[src/rtl/pll_phase_ctrl.sv]
// PLL supervisor: reset sequencing, lock qualification, dynamic phase stepping
// and per-channel signed offset tracking with automatic lock-loss recovery.
module pll_phase_ctrl #(
  parameter int NUM_CH       = 5,
  parameter int CNTSEL_W     = 5,
  parameter int STEP_W       = 10,
  parameter int OFS_W        = 12,
  parameter int RST_CYCLES   = 16,
  parameter int LOCK_STABLE  = 1024,
  parameter int EN_CYCLES    = 2,
  parameter int DONE_TIMEOUT = 4096
) (
  input  logic                refclk,
  input  logic                rst,
  output logic                pll_rst,
  input  logic                pll_locked,
  output logic                phase_en,
  output logic                updn,
  output logic [CNTSEL_W-1:0] cntsel,
  input  logic                phase_done,
  output logic                ready,
  input  logic                req_valid,
  output logic                req_ready,
  input  logic [CNTSEL_W-1:0] req_ch,
  input  logic                req_dir,
  input  logic [STEP_W-1:0]   req_steps,
  output logic                resp_valid,
  output logic                resp_err,
  input  logic [CNTSEL_W-1:0] ofs_ch,
  output logic [OFS_W-1:0]    ofs_val,
  output logic                lock_lost
);

  localparam int CNT_W = $clog2(LOCK_STABLE + RST_CYCLES + EN_CYCLES + 1);
  localparam int TO_W  = $clog2(DONE_TIMEOUT + 1);
  localparam logic [CNTSEL_W-1:0] NUM_CH_C = CNTSEL_W'(NUM_CH);

  typedef enum logic [2:0] {
    S_RESET_PLL, S_WAIT_LOCK, S_IDLE, S_STEP, S_WAIT_LO, S_WAIT_HI, S_GAP
  } state_t;

  state_t                r_state;
  logic [CNT_W-1:0]      r_cnt;
  logic [TO_W-1:0]       r_to;
  logic [STEP_W-1:0]     r_rem;
  logic [CNTSEL_W-1:0]   r_ch;
  logic                  r_dir;
  logic                  r_pll_rst;
  logic                  r_phase_en;
  logic                  r_ready;
  logic                  r_req_ready;
  logic                  r_resp_valid;
  logic                  r_resp_err;
  logic                  r_lock_lost;
  logic                  r_lo1;
  logic [OFS_W-1:0]      r_ofs [NUM_CH];
  logic [OFS_W-1:0]      r_ofs_val;
  logic [OFS_W-1:0]      w_ofs_rd;
  logic                  w_accept;
  logic                  w_lock_loss;
  logic                  w_busy;

  assign w_accept    = req_valid & r_req_ready;
  // A single low sample is a glitch; two in a row while qualified is a real loss.
  assign w_lock_loss = r_ready & ~pll_locked & r_lo1;
  assign w_busy      = (r_state == S_STEP) || (r_state == S_WAIT_LO) ||
                       (r_state == S_WAIT_HI) || (r_state == S_GAP);

  // Main sequencer: reset/lock qualification, request handling, stepping, offsets.
  always_ff @(posedge refclk) begin
    if (rst) begin
      r_state      <= S_RESET_PLL;
      r_cnt        <= '0;
      r_to         <= '0;
      r_rem        <= '0;
      r_ch         <= '0;
      r_dir        <= 1'b0;
      r_pll_rst    <= 1'b1;
      r_phase_en   <= 1'b0;
      r_ready      <= 1'b0;
      r_req_ready  <= 1'b0;
      r_resp_valid <= 1'b0;
      r_resp_err   <= 1'b0;
      r_lock_lost  <= 1'b0;
      r_lo1        <= 1'b0;
      for (int i = 0; i < NUM_CH; i++) r_ofs[i] <= '0;
    end else begin
      r_resp_valid <= 1'b0;
      r_resp_err   <= 1'b0;
      r_lo1        <= ~pll_locked;
      if (w_lock_loss) begin
        r_lock_lost <= 1'b1;
        r_ready     <= 1'b0;
        r_req_ready <= 1'b0;
        r_phase_en  <= 1'b0;
        r_pll_rst   <= 1'b1;
        r_cnt       <= '0;
        r_to        <= '0;
        r_state     <= S_RESET_PLL;
        if (w_busy || w_accept) begin
          r_resp_valid <= 1'b1;
          r_resp_err   <= 1'b1;
        end
        for (int i = 0; i < NUM_CH; i++) r_ofs[i] <= '0;
      end else begin
        case (r_state)
          S_RESET_PLL: begin
            if (r_cnt == CNT_W'(RST_CYCLES - 1)) begin
              r_pll_rst <= 1'b0;
              r_cnt     <= '0;
              r_state   <= S_WAIT_LOCK;
            end else begin
              r_cnt <= r_cnt + CNT_W'(1);
            end
          end
          S_WAIT_LOCK: begin
            if (!pll_locked) begin
              r_cnt <= '0;
            end else if (r_cnt == CNT_W'(LOCK_STABLE - 1)) begin
              r_cnt   <= '0;
              r_state <= S_IDLE;
            end else begin
              r_cnt <= r_cnt + CNT_W'(1);
            end
          end
          S_IDLE: begin
            if (!r_ready) begin
              r_ready     <= 1'b1;
              r_req_ready <= 1'b1;
            end else if (w_accept) begin
              r_ch  <= req_ch;
              r_dir <= req_dir;
              r_rem <= req_steps;
              if (req_ch >= NUM_CH_C) begin
                r_resp_valid <= 1'b1;
                r_resp_err   <= 1'b1;
              end else if (req_steps == STEP_W'(0)) begin
                r_resp_valid <= 1'b1;
              end else begin
                r_req_ready <= 1'b0;
                r_phase_en  <= 1'b1;
                r_cnt       <= '0;
                r_state     <= S_STEP;
              end
            end
          end
          S_STEP: begin
            if (r_cnt == CNT_W'(EN_CYCLES - 1)) begin
              r_phase_en <= 1'b0;
              r_to       <= '0;
              r_state    <= S_WAIT_LO;
            end else begin
              r_cnt <= r_cnt + CNT_W'(1);
            end
          end
          S_WAIT_LO, S_WAIT_HI: begin
            if ((r_state == S_WAIT_HI) && phase_done) begin
              r_rem <= r_rem - STEP_W'(1);
              for (int i = 0; i < NUM_CH; i++) begin
                if (r_ch == CNTSEL_W'(i))
                  r_ofs[i] <= r_dir ? (r_ofs[i] + OFS_W'(1)) : (r_ofs[i] - OFS_W'(1));
              end
              if (r_rem == STEP_W'(1)) begin
                r_resp_valid <= 1'b1;
                r_req_ready  <= 1'b1;
                r_state      <= S_IDLE;
              end else begin
                r_state <= S_GAP;
              end
            end else if (r_to == TO_W'(DONE_TIMEOUT - 1)) begin
              // Step never completed: abort without counting it.
              r_resp_valid <= 1'b1;
              r_resp_err   <= 1'b1;
              r_req_ready  <= 1'b1;
              r_state      <= S_IDLE;
            end else begin
              r_to <= r_to + TO_W'(1);
              if ((r_state == S_WAIT_LO) && !phase_done) r_state <= S_WAIT_HI;
            end
          end
          S_GAP: begin
            r_phase_en <= 1'b1;
            r_cnt      <= '0;
            r_state    <= S_STEP;
          end
          default: begin
            r_state     <= S_RESET_PLL;
            r_pll_rst   <= 1'b1;
            r_phase_en  <= 1'b0;
            r_ready     <= 1'b0;
            r_req_ready <= 1'b0;
            r_cnt       <= '0;
          end
        endcase
      end
    end
  end

  // Offset read mux; out-of-range channels read as zero.
  always_comb begin
    w_ofs_rd = '0;
    for (int i = 0; i < NUM_CH; i++) begin
      if (ofs_ch == CNTSEL_W'(i)) w_ofs_rd = r_ofs[i];
    end
  end

  // Registered offset readback.
  always_ff @(posedge refclk) begin
    if (rst) r_ofs_val <= '0;
    else     r_ofs_val <= w_ofs_rd;
  end

  assign pll_rst    = r_pll_rst;
  assign phase_en   = r_phase_en;
  assign updn       = r_dir;
  assign cntsel     = r_ch;
  assign ready      = r_ready;
  assign req_ready  = r_req_ready;
  assign resp_valid = r_resp_valid;
  assign resp_err   = r_resp_err;
  assign ofs_val    = r_ofs_val;
  assign lock_lost  = r_lock_lost;

endmodule
[config.mk]
export PLATFORM = sky130hd
export DESIGN_NAME = pll_phase_ctrl
export DESIGN_NICKNAME = d
export VERILOG_FILES = /design/src/rtl/pll_phase_ctrl.sv
export SDC_FILE = /design/constraint.sdc
export NUM_CORES = 1
export LEC_CHECK = 0
export BUFFER_PORTS_ARGS = -buffer_cell sky130_fd_sc_hd__buf_2
export CAP_MARGIN = 10
export CORE_MARGIN = 8
export CORE_UTILIZATION = 60
export DETAILED_ROUTE_END_ITERATION = 10
export PLACE_DENSITY = 0.79
export SLEW_MARGIN = 10
export SYNTH_ARGS = -nofsm -noshare
export SYNTH_HDL_FRONTEND = slang
export SYNTH_SLANG_ARGS = --single-unit
[constraint.sdc]
create_clock -name refclk -period 7.2 [get_ports refclk]
set_clock_uncertainty 0.1 [all_clocks]
set_input_delay 1.44 -clock refclk [delete_from_list [all_inputs] [get_ports refclk]]
set_output_delay 1.44 -clock refclk [all_outputs]
set_load 0.005 [all_outputs]
==> impl_metrics.toml <==
[grt]
grt_pass1_vias = 6827
grt_max_degree = 61
grt_pass1_wl_um = 32900
gr-total-overflow = 0
grtUsageTotal_pct = 24.4
antenna_found_initial = 0

[die]
fp.dieArea_mm2 = 0.0169
initial_utilization_pct = 61.7
die_w_um = 130
rows = 41
io_pins = 51
core_mm2 = 0.0127
fp.dieH_um = 130

[logic_synthesis]
avgSynthCellArea_um2 = 8.98
async_flop_share_pct = 0
ys_ff_latch = 123
synthTopCellsByCount = "nor2_1 (122), nand2_1 (73), a21oi_1 (71)"
yosysSeqAreaShare_pct = 39.2
synth.most_common_cell = "nor2_1"
netlist_instances = 871
syn_nets = 957
synth-compound-area-share_pct = 19.0
synthXorXnorAreaFrac_pct = 6.27
synth.area.top_cells = "edfxtp_1 (23%), dfxtp_1 (16%), ha_1 (8.8%)"
yosys.area.top_type = "edfxtp_1"
synth.cell_area_mm2 = 0.00782
synth_fa_ha_area_share_pct = 10.1
yosys_warnings = 0
synth_top_area_share_pct = 23.0
synthDistinctLibCells = 65
synthFlopType = "dfxtp_1"
synth_top_family_by_area = "simple AND/OR/NAND/NOR gates"
synthMuxAreaShare_pct = 1.79
synth_edf_count = 60
synth_simple_gate_area_share_pct = 20.8

[clocking]
cts_buffer_depth = 2
cts_hold_buf = 0
clkSlewWorstSetupHoldPaths_ns = 0.06
cts_buffers = 17
post_cts_buffers = 0
cts_tree = "done"
cts.sinks = 123
clk-insertion-delay-late_ns = 0.42
clock-root-buffer = "clkbuf_16"
cts_resized = 0
htree_levels = 4

[layout]
areaGrowthSynthToFinish_pct = 12.7
nets = 998
diodes = 0
design_area_mm2 = 0.00881
drive_gt1_share_pct = 11.1

[status]
status = "complete, no violations"

[timing]
fin_crit_ns = 3.94
slew_headroom_pct = 28.4
finalHoldViolations = 0
worstMarginPinSlew_ns = 1.07
fin_tns_setup_ns = 0
setup_viol = 0
period_share_pct = 54.7
max_freq_mhz = 254
maxSlewViolCount = 0
rsz0062_at_grt = "false"

[detailed_routing]
drt-vias-per-instance = 6.25
dr.pass1.iters = 5
top_layer_used = "met4"
drc = 0
num_vias = 6861
met2WireLength_um = 9390
ant_nets = 0
wl_met1_um = 8330
wl_met3_um = 1290
wire_per_inst_um = 17.8
wirelength_um = 19500
drt_iter0_markers = 602

[placed_design]
hpwl_um = 13800
io_buffers = 50
placed_area_mm2 = 0.00818
place.gp.congestion = 0.951

[hold_path]
hold_start = "lock_lost"
whs_path_depth = 2
hold_path_end = "lock_lost"
hp-class = "flip-flop to flip-flop"

[power_and_ir_drop]
power.density_mw_per_mm2 = 213
peakVddDrop_mv = 0.170
p_leak_nw = 3.37

[setup_path]
critPathRequiredTime_ns = 7.14
worstPathArrival_ns = 3.88
start_kind = "input pin"
critPathMaxFanout = 19
reg2reg_from = "r_state[2]"
setup.worst_path.class = "input pin to flip-flop"
reg2reg_to = "r_ofs[0][28]"
cp-end-kind = "flip-flop"
reg2reg_depth = 6
regToRegSetupSlack_ns = 3.69

[job]
maxCapViolations = 0
==> metrics by stage <==
stage / setup slack, ns / total power, mW / instances / utilization [%] / hold WS, ns
finish: 3.26 / 1.87 / 1097 / 69.6 / 0.370
global route: 3.04 / 1.93 / 1097 / 69.6 / 0.391
CTS: 3.34 / 1.87 / 1097 / 69.6 / 0.377
detailed placement: 2.88 / 0.958 / 1065 / 64.6 / 0.366
global placement: 2.96 / 0.947 / 1065 / 64.6 / 0.360
floorplan: 3.47 / 0.911 / 871 / - / 0.350
==> placed cells by master, fill, tap and decap left out, types with 14 or more instances in the layout <==
cell type    n
a21oi_1     71
buf_2       50
clkbuf_16   17
dfxtp_1     63
edfxtp_1    60
ha_1        55
inv_1       22
mux2i_1     14
nand2_1     73
nand2b_1    17
nand3_1     22
nor2_1     122
nor3_1      19
o21a_1      19
o21ai_0     53
xnor2_1     40
xor2_1      16
==> per-layer routing <==
metal | GRT usage [%] | vias up
met5 | 0 | -
met4 | 12.2 | 0
met3 | 5.55 | 43
met2 | 39.2 | 262
met1 | 30.2 | 3276
li1 | - | 3280
==> logic make-up after synthesis <==
| group | after synthesis |
|---|---|
| AOI/OAI and AO/OA | 232 |
| xor gates and xnor gates | 56 |
| adders and majority gates | 60 |
| buffers and inverters | 57 |
| DFF | 123 |
| muxes | 14 |
| and+or+nand+nor | 329 |
==> power by group <==
part / leakage (nW) / switching [mW] / internal, mW / total (mW)
clock network: 0.303 / 0.317 / 0.608 / 0.925
logic: 1.93 / 0.102 / 0.0754 / 0.178
registers: 1.13 / 0.0177 / 0.753 / 0.771
==> critical path, cell delays in order <==
cell	delay, ns
buf_2	0.10
inv_1	0.07
nand3_1	0.28
nand2b_1	0.49
nor3_1	0.54
nand2_1	0.11
o21ai_1	0.83
==> flip-flops by register name, summed over array words and instances, names as in the netlist <==
name        flops
ofs_val        12
r_rem          10
r_ofs          60
lock_lost       1
r_cnt          11
cntsel          5
r_state         3
req_ready       1
updn            1
pll_rst         1
r_lo1           1
resp_err        1
ready           1
r_to           13
phase_en        1
resp_valid      1
==> worst max path at each step <==
stage	from	endpoint	slack (ns)
CTS	pll_locked	r_ofs[0][28]	3.34
detailed placement	pll_locked	r_ofs[0][30]	2.88
global route	pll_locked	r_ofs[0][28]	3.04
global placement	rst	r_ofs[0][27]	2.96
finish	pll_locked	r_ofs[0][28]	3.26
floorplan	pll_locked	r_ofs[0][24]	3.47
==> area by class of cell <==
type	count	area, um^2
multi-input cells	691	4520
fillers	979	3860
clock buffers	18	429
inverters	23	86.3
flip-flops and latches	123	3060
well taps	172	215
repair buffers	56	295
clock inverters	14	201
Note: power is estimated with default switching activity, not from simulation.
